===== src/rtl/bcd_add_sequencer.sv =====
// Sequencer for the digit-serial BCD adder: loads A, loads B, then walks one
// digit adder LSD-first across NUM_DIGITS digits while rippling the decimal carry.
module bcd_add_sequencer #(
  parameter int unsigned NUM_DIGITS = 4,
  parameter int unsigned IDX_W      = $clog2(NUM_DIGITS)
) (
  input  logic             clk,
  input  logic             rst_n,
  input  logic             start,
  input  logic             clear,
  input  logic             carry_out,
  output logic             load_a,
  output logic             load_b,
  output logic             add_en,
  output logic [IDX_W-1:0] digit_sel,
  output logic             carry_in,
  output logic             busy,
  output logic             done,
  output logic             overflow
);

  localparam logic [IDX_W-1:0] LAST_IDX = IDX_W'(NUM_DIGITS - 1);

  typedef enum logic [2:0] {
    IDLE   = 3'd0,
    LOAD_A = 3'd1,
    LOAD_B = 3'd2,
    ADD    = 3'd3,
    DONE   = 3'd4
  } state_e;

  state_e           state_q;
  logic [IDX_W-1:0] idx_q;
  logic             carry_q;
  logic             load_a_q;
  logic             load_b_q;
  logic             add_en_q;
  logic             busy_q;
  logic             done_q;
  logic             ovf_q;

  // Strobes are registered alongside the state so each is valid for exactly
  // the cycle the FSM spends in the matching state.
  always_ff @(posedge clk or negedge rst_n) begin
    if (!rst_n) begin
      state_q  <= IDLE;
      idx_q    <= '0;
      carry_q  <= 1'b0;
      load_a_q <= 1'b0;
      load_b_q <= 1'b0;
      add_en_q <= 1'b0;
      busy_q   <= 1'b0;
      done_q   <= 1'b0;
      ovf_q    <= 1'b0;
    end else if (clear) begin
      state_q  <= IDLE;
      idx_q    <= '0;
      carry_q  <= 1'b0;
      load_a_q <= 1'b0;
      load_b_q <= 1'b0;
      add_en_q <= 1'b0;
      busy_q   <= 1'b0;
      done_q   <= 1'b0;
      ovf_q    <= 1'b0;
    end else begin
      case (state_q)
        IDLE: begin
          if (start) begin
            state_q  <= LOAD_A;
            load_a_q <= 1'b1;
            busy_q   <= 1'b1;
            ovf_q    <= 1'b0;
          end
        end
        LOAD_A: begin
          state_q  <= LOAD_B;
          load_a_q <= 1'b0;
          load_b_q <= 1'b1;
        end
        LOAD_B: begin
          state_q  <= ADD;
          load_b_q <= 1'b0;
          add_en_q <= 1'b1;
          idx_q    <= '0;
          carry_q  <= 1'b0;
        end
        ADD: begin
          // Final digit: its carry becomes the overflow; index/carry return to 0.
          if (idx_q == LAST_IDX) begin
            state_q  <= DONE;
            add_en_q <= 1'b0;
            done_q   <= 1'b1;
            ovf_q    <= carry_out;
            idx_q    <= '0;
            carry_q  <= 1'b0;
          end else begin
            idx_q   <= idx_q + IDX_W'(1);
            carry_q <= carry_out;
          end
        end
        DONE: begin
          state_q <= IDLE;
          done_q  <= 1'b0;
          busy_q  <= 1'b0;
        end
        default: begin
          state_q  <= IDLE;
          idx_q    <= '0;
          carry_q  <= 1'b0;
          load_a_q <= 1'b0;
          load_b_q <= 1'b0;
          add_en_q <= 1'b0;
          busy_q   <= 1'b0;
          done_q   <= 1'b0;
        end
      endcase
    end
  end

  assign load_a    = load_a_q;
  assign load_b    = load_b_q;
  assign add_en    = add_en_q;
  assign digit_sel = idx_q;
  assign carry_in  = carry_q;
  assign busy      = busy_q;
  assign done      = done_q;
  assign overflow  = ovf_q;

endmodule


===== config.mk =====
export PLATFORM = sky130hd
export DESIGN_NAME = bcd_add_sequencer
export DESIGN_NICKNAME = d
export VERILOG_FILES = /design/src/rtl/bcd_add_sequencer.sv
export SDC_FILE = /design/constraint.sdc
export NUM_CORES = 1
export LEC_CHECK = 0
export CAP_MARGIN = 40
export CORE_AREA = 2 2 39 41
export CTS_CLUSTER_SIZE = 24
export DETAILED_ROUTE_END_ITERATION = 8
export DIE_AREA = 0 0 41 43
export PLACE_DENSITY = 0.73
export SLEW_MARGIN = 10
export SYNTH_ARGS = -nofsm -noshare
export SYNTH_HDL_FRONTEND = slang
export SYNTH_SLANG_ARGS = --single-unit

===== constraint.sdc =====
create_clock -name clk -period 2.1 [get_ports clk]
set_input_delay 0.63 -clock clk [delete_from_list [all_inputs] [get_ports clk]]
set_output_delay 0.63 -clock clk [all_outputs]
set_load 0.1 [all_outputs]

* Word-level counts from Yosys, hierarchy flattened
Index checks and enable logic that the tools add are counted.
Widths: inputs -> output; s select.
** Word-level totals
- Register bits :: 12
- Latch bits :: 0
- Memory bits (writable) :: 0
- Bits in read-only memories :: 0
- Bits of input ports :: 5
- Output and inout port bits :: 9
- Logic and storage cells :: 62
- Memories :: 0
** Operators by class
- Add/subtract/negate cells :: 1
- Multiply operators :: 0
- Divide/modulo/power cells :: 0
- Magnitude comparators :: 0
- Equal/unequal tests :: 12
- Shift-type cells :: 0
- Muxes and demuxes :: 27
- Bitwise logic cells :: 0
- Reduce and logical (&&, ||, !) cells :: 13
** Operators with widths (number)
- $reduce_or 3->1 :: 5
- $mux 1 :: 13
- $pmux 1 s2 :: 6
- $pmux 3 s4 :: 1
- $ne 2x1->1 const B :: 5
- $reduce_and 2->1 :: 5
- $mux 3 :: 3
- $eq 3x2->1 const B :: 2
- $ne 3x3->1 const B :: 2
- $mux 2 :: 2
- $pmux 2 s2 :: 1
- $eq 3x1->1 const B :: 1
- $eq 3x3->1 const B :: 1
- $logic_not 3->1 :: 1
- $pmux 1 s3 :: 1
- $reduce_and 3->1 :: 1
- $reduce_bool 3->1 :: 1
- $add 2x1->2 const B :: 1
- $eq 2x2->1 const B :: 1

* Depth between registers and ports, before layout
Gate-level depths: netlist of the first run.
- Word-level depth :: 4
- Depth in mapped cells :: 4
- Depth with buffers taken out :: 4

* Worst setup path before layout of the first run
Ideal clock, no wire load.
- Path type :: reg-to-reg
- Start :: register idx_q[0] (netlist: digit_sel[0])
- End :: register ovf_q (netlist: overflow)
- Library setup time :: 127 ps
- Arrival time :: 1626 ps
- Required time :: 1973 ps
- Path slack :: 347 ps
- Cell stages (with the launch flop) :: 5
- Buffers on the path :: 0
- Period minus slack after synthesis :: 1753 ps
- Cell sequence :: dfrtp_1 -> ha_1 -> and3_4 -> o21ai_2 -> mux2i_1
** On the way
- Longest elaborated chain between the ends :: 3
** Ends and longest elaborated chain
- start: declaration :: RTL line 33 : logic [IDX_W-1:0] idx_q;
- start signal: assignment :: RTL line 97 : idx_q <= idx_q + IDX_W'(1);
- $eq 2x2->1 :: RTL line 89 : if (idx_q == LAST_IDX) begin
- $ne 3x3->1 (no line)
- $reduce_and 3->1 (no line)
- end signal: assignment :: RTL line 93 : ovf_q <= carry_out;
- end: declaration :: RTL line 40 : logic ovf_q;
No other way between the ends.
A chain may end at the register's enable or synchronous reset.

* Final worst setup path of the first run
- Start :: register idx_q[0] (netlist: digit_sel[0])
- End :: output digit_sel[0]
** RTL lines
- end: declaration :: RTL line 15 : output logic [IDX_W-1:0] digit_sel,
No word-level cell between the ends.

==> out/results.ini, run 1 <==
[final_layout]
area_delta_synth_final_pct=41.5
most-common-layout-cells=dfrtp_1, nor2_1, buf_12
regArea_um2=300
postLayoutCellArea_um2=820
final_common_cell=dfrtp_1
multi_input_comb_area_um2=249
final_layout_size_suffix_gt1_share_pct=23.2
fillCellCount=120
diodes=0
nNetsFinal=77

[sta]
hold_ws_ns=0.601
finalSetupTns_ns=0
setup_violations=0
max_slew_margin_pct=64.4
worst_pin_slew_ns=0.532
timing_hold_violations_final=0
setup_slack_ns=0.559
skew_ns=0.00226
rsz0062_at_grt=false
clock.fmax_ghz=0.649
period_minus_slack_ns=1.54
fin_crit_sh_pct=73.4
slew_viol_final=0

[cts]
cts_tree=done
cts_sinks=12
cts_resized=0
path_clk_slew_ns=0.07
numCtsBuffers=3
clock_path_buffers=2
htreeDepth=1
post-cts-setup-buffer-count=0
clk_latency_ns=0.27
cts_root_buffer=clkbuf_4
cts_hold_buffers=0

[routing]
wirelength_um=1120
vias=465
ant_nets=0
drc=0
viasPerCell=5.47
firstDrtPassIters=4
wl_per_cell_um=13.2
first_iter_violations=3

[synthesis]
ys_seq_area_share_pct=51.8
yosys_warnings=0
syn-num-nets=62
ys_types=26
netlist_area_um2=579
avgSynthCellArea_um2=10.3
ys_ff_latch=12
synth_cells=56

[power_and_ir_drop]
power_density_nw_per_um2=712
peakVddDrop_mv=0.366
p_total_mw=0.583
p_int_mw=0.379
seqPwrFrac_pct=46.1
p_clk_share_pct=23.8
combPwrFrac_pct=30.1
p_sw_mw=0.204
swShare_pct=34.9
leakagePower_nw=0.352

[setup_path]
timing.critical_path.fanout_max=4
cpPeakStageDelay_ns=0.44
path_buf_inv=1
criticalPathCategory=reg -> out
required_ns=1.47
reg2reg_to=overflow
cp.arrival_ns=0.91
end_kind=output port
critPathCapture=digit_sel[0]
rrSetupSlack_ns=0.79
crit_slowest_cell=dfrtp_1
worstSetupStartpointType=register
cp.depth=1
cp_cell_sequence=buf_12
reg2reg_from=digit_sel[0]
cp_top_family=flip-flops
r2r_cells=4
crit_start=digit_sel[0]

[placement]
pre_cts_ws_ns=0.390
postPlaceCellArea_um2=797
io_buffers=13
gp_congestion=0.725
dp_hpwl_um=816

[floorplan]
fp-row-count=14
initial_utilization_pct=41.9
die_y_um=43
io_pins=14
dieArea_um2=1760
die_x_um=41
fp.coreArea_um2=1380

[status]
status=finished clean

[grt]
grt-ovfl-total=0
grt_pass1_wl_um=1840
grt_max_degree=14
antenna_found_initial=0
grt_util_all_layers_pct=15.7
grt_pass1_vias=431

[job]
drv_cap=0

[min_path]
hp-class=reg -> reg
worstHoldStart=carry_in

## through the flow
step,util [%],cells
after floorplan,-,56
after global placement,57.6,82
after detailed placement,57.6,82
after CTS,59.2,85
after global routing,59.2,85
final,59.2,85
## how the worst min path moves through the flow
stage / endpoint / slack [ns] / depth (start not counted)
2_1_floorplan: add_en / 0.33 / 0
3_3_place_gp: overflow / 0.58 / 2
3_5_place_dp: carry_in / 0.58 / 2
4_1_cts: overflow / 0.60 / 2
5_1_grt: carry_in / 0.62 / 2
6_report: carry_in / 0.60 / 2
## metal layers
layer  up-vias  track usage (%)  share of wire, %
met5         -                0                 0
met4         0             12.0               3.0
met3         4             3.66               5.3
met2        13             20.6                46
met1       223             21.5                46
li1        225                -                 -
## power groups by stage
stage / Combinational [mW] / Sequential (mW) / Clock [mW]
global placement: 0.175 / 0.272 / 0
finish: 0.176 / 0.269 / 0.139
detailed placement: 0.177 / 0.273 / 0
CTS: 0.177 / 0.269 / 0.143
global route: 0.186 / 0.271 / 0.146
floorplan: 0.0471 / 0.335 / 0
## worst reg2reg max path, delay by kind of cell, from the launching register on
family,cells,cell delay [ns]
flops,1,0.44
fa+ha+maj,1,0.27
simple gates,1,0.21
mux,1,0.19
compound gates,1,0.13
## state kept, by name (all words and copies together), names as in the netlist
name	cells
state_q	3
digit_sel	2
add_en	1
busy	1
carry_in	1
done	1
load_a	1
load_b	1
overflow	1
## cell usage after synthesis, drive strengths merged
master	count	share of area [%]
inv	2	1.3
a21oi	3	2.6
nor3b	2	3.5
nand2	1	0.65
and3b	1	1.7
o21ai	2	2.4
nand3b	1	1.3
dfrtp	12	52
ha	1	2.2
nor2b	1	1.1
and3	1	1.9
nor4	1	1.1
mux2i	1	1.7
nand2b	4	4.3
buf	2	3.2
a22oi	2	2.6
nand3	2	1.7
a32oi	2	3.0
a21o	1	1.3
nor3	3	2.6
clkbuf	1	0.65
a2bb2oi	1	1.5
nor2	9	5.8
## cell type report
class / instances / share of cell area (%)
Sequential cell: 12 / 36.6
Tap cell: 16 / 2.44
Inverter: 2 / 0.916
Clock buffer: 3 / 2.75
Timing Repair Buffer: 13 / 26.9
Multi-Input combinational cell: 39 / 30.4
## kinds of logic (layout without fill, tap and decap cells)
family	count (synthesis)	count (layout)	share of synthesized area (%)
simple gates	26	26	25.7
buf+inv	5	18	5.18
fa+ha+maj	1	1	2.16
mux	1	1	1.73
flops	12	12	51.8
compound gates	11	11	13.4
Note: power is estimated with default switching activity, not from simulation.
==> inputs of run 2 (changes only) <==
--- a/config.mk
+++ b/config.mk
@@ -6,11 +6,11 @@
 export NUM_CORES = 1
 export LEC_CHECK = 0
 export CAP_MARGIN = 40
-export CORE_AREA = 2 2 39 41
+export CORE_MARGIN = 2
+export CORE_UTILIZATION = 41
 export CTS_CLUSTER_SIZE = 24
 export DETAILED_ROUTE_END_ITERATION = 8
-export DIE_AREA = 0 0 41 43
-export PLACE_DENSITY = 0.73
+export PLACE_DENSITY = 0.72
 export SLEW_MARGIN = 10
 export SYNTH_ARGS = -nofsm -noshare
 export SYNTH_HDL_FRONTEND = slang
==> constraint.sdc (replaced) <==
create_clock -name clk -period 1.41 [get_ports clk]
set_input_delay 0.423 -clock clk [delete_from_list [all_inputs] [get_ports clk]]
set_output_delay 0.423 -clock clk [all_outputs]
set_load 0.1 [all_outputs]
==> out/results.ini, run 2 (synthesis results as in run 1) <==
[final_layout]
nNetsFinal=79  ; +2.6%
most-common-layout-cells=dfrtp_1, nor2_1, buf_12
final_core_util_pct=64.0  ; +4.8 points
top_register=state_q
diodes=0  ; unchanged
area_delta_synth_final_pct=45.6
final_common_cell=dfrtp_1
fillCellCount=108  ; -10%
largest_reg_flops=3  ; unchanged
fin_cells=86  ; +1.2%
final_layout_size_suffix_gt1_share_pct=29.6  ; +6.4 points

[routing]
drc=0  ; unchanged
viasPerCell=5.40  ; -1.4%
vias=464  ; -0.22%
ant_nets=0  ; unchanged
first_iter_violations=11  ; +8
wirelength_um=1210  ; +7.5%
firstDrtPassIters=3  ; -1
wl_per_cell_um=14.0  ; +6.2%

[setup_path]
cp_cell_sequence=buf_12
path_buf_inv=1  ; unchanged
worstSetupStartpointType=register
criticalPathCategory=reg -> out
reg2reg_from=digit_sel[0]
cp_top_family=flip-flops
crit_start=digit_sel[0]
reg2reg_to=overflow
end_kind=output port
cp.arrival_ns=0.95  ; +0.04 ns
required_ns=0.99  ; -0.48 ns
r2r_cells=4  ; unchanged
rrSetupSlack_ns=0.10  ; -0.69 ns
crit_slowest_cell=dfrtp_4
timing.critical_path.fanout_max=4  ; unchanged
cpPeakStageDelay_ns=0.51  ; +0.07 ns

[power_and_ir_drop]
power_density_nw_per_um2=1040  ; +46%
leakagePower_nw=0.354  ; +0.75%
combPwrFrac_pct=30.5  ; +0.4 points
p_clk_share_pct=23.7  ; about the same
peakVddDrop_mv=0.654  ; +79%
seqPwrFrac_pct=45.9  ; -0.2 points
p_int_mw=0.570  ; +50%
p_sw_mw=0.304  ; +49%
swShare_pct=34.8  ; -0.13 points

[floorplan]
fp.coreArea_um2=1320  ; -4.8%
fp-row-count=13  ; -1
die_y_um=41.6  ; -3.3%
initial_utilization_pct=44.0  ; +2.1 points
io_pins=14  ; unchanged
die_x_um=41.6  ; +1.4%
dieArea_um2=1730  ; -1.9%

[cts]
path_clk_slew_ns=0.07  ; about the same
cts_hold_buffers=0  ; unchanged
post-cts-setup-buffer-count=0  ; unchanged
cts_tree=done
cts_root_buffer=clkbuf_4
htreeDepth=1  ; unchanged
numCtsBuffers=3  ; unchanged
cts_sinks=12  ; unchanged
cts_resized=0  ; unchanged
clk_latency_ns=0.27  ; about the same
clock_path_buffers=2  ; unchanged

[min_path]
hp-class=in -> async

[sta]
skew_ns=0.00127  ; -0.000987 ns
max_slew_margin_pct=77.3  ; +13 points
worst_pin_slew_ns=0.341  ; -0.191 ns
rsz0062_at_grt=false
slew_viol_final=0  ; unchanged
period_minus_slack_ns=1.37
fin_crit_sh_pct=97.5
setup_violations=0  ; unchanged
setup_slack_ns=0.0357  ; -0.523 ns
timing_hold_violations_final=0  ; unchanged
clock.fmax_ghz=0.728

[placement]
placedCellCount=83  ; +1.2%
gp_congestion=0.781  ; +7.8%
dp_hpwl_um=894  ; +9.5%
io_buffers=13  ; unchanged
pre_cts_ws_ns=-0.0647  ; -0.455 ns

[grt]
grt-ovfl-total=0  ; unchanged
grt_pass1_wl_um=2180  ; +18%
grt_max_degree=14  ; unchanged
grt_pass1_vias=500  ; +16%
grt_util_all_layers_pct=16.5  ; +0.71 points
antenna_found_initial=0  ; unchanged

[status]
status=finished clean

[job]
drv_cap=0  ; unchanged

-- run 2: cell count changes in the layout (fill, tap and decap cells not counted) --
| cell | delta |
|---|---|
| dfrtp_4 | +2 |
| dfrtp_1 | -2 |
| buf_4 | +2 |
| ha_1 | -1 |
| ha_2 | +1 |
-- run 2: area by class of cell --
cell class | instances | area (um^2) | area share, %
inverter | 2 | 7.51 | 0.890
clock buffer | 3 | 22.5 | 2.67
tap | 15 | 18.8 | 2.23
sequential | 12 | 308 | 36.5
timing repair buffer | 15 | 235 | 27.9
multi-input combinational | 39 | 251 | 29.8
-- run 2: how the worst max path moves through the flow --
stage	to	depth (start not counted)
detailed placement	overflow	4
global placement	overflow	4
CTS	digit_sel[0]	1
global route	digit_sel[0]	1
floorplan	overflow	4
finish	digit_sel[0]	1
-- run 2: power by group through the flow --
stage / logic (mW) / clock network, mW / registers [mW]
after floorplan: 0.0702 / 0 / 0.501
after global placement: 0.264 / 0 / 0.408
after detailed placement: 0.268 / 0 / 0.408
after CTS: 0.269 / 0.215 / 0.401
after global routing: 0.280 / 0.233 / 0.405
final: 0.266 / 0.207 / 0.401
-- run 2: metrics by stage --
stage	hold WS (ns)	setup TNS (ns)	instance area (um^2)	power, mW
finish	0.449	0	843	0.874
global route	0.465	0	843	0.918
CTS	0.449	0	843	0.885
detailed placement	0.590	-0.0857	821	0.676
global placement	0.576	-0.0330	821	0.672
floorplan	0.127	0	589	0.571
-- run 2: per-layer routing --
layer / vias up / global-route usage (%) / part of all wire [%]
li1: 226 / - / -
met1: 225 / 18.9 / 44
met2: 11 / 27.5 / 51
met3: 2 / 3.91 / 4.6
met4: 0 / 9.68 / 0.58
met5: - / 0 / 0
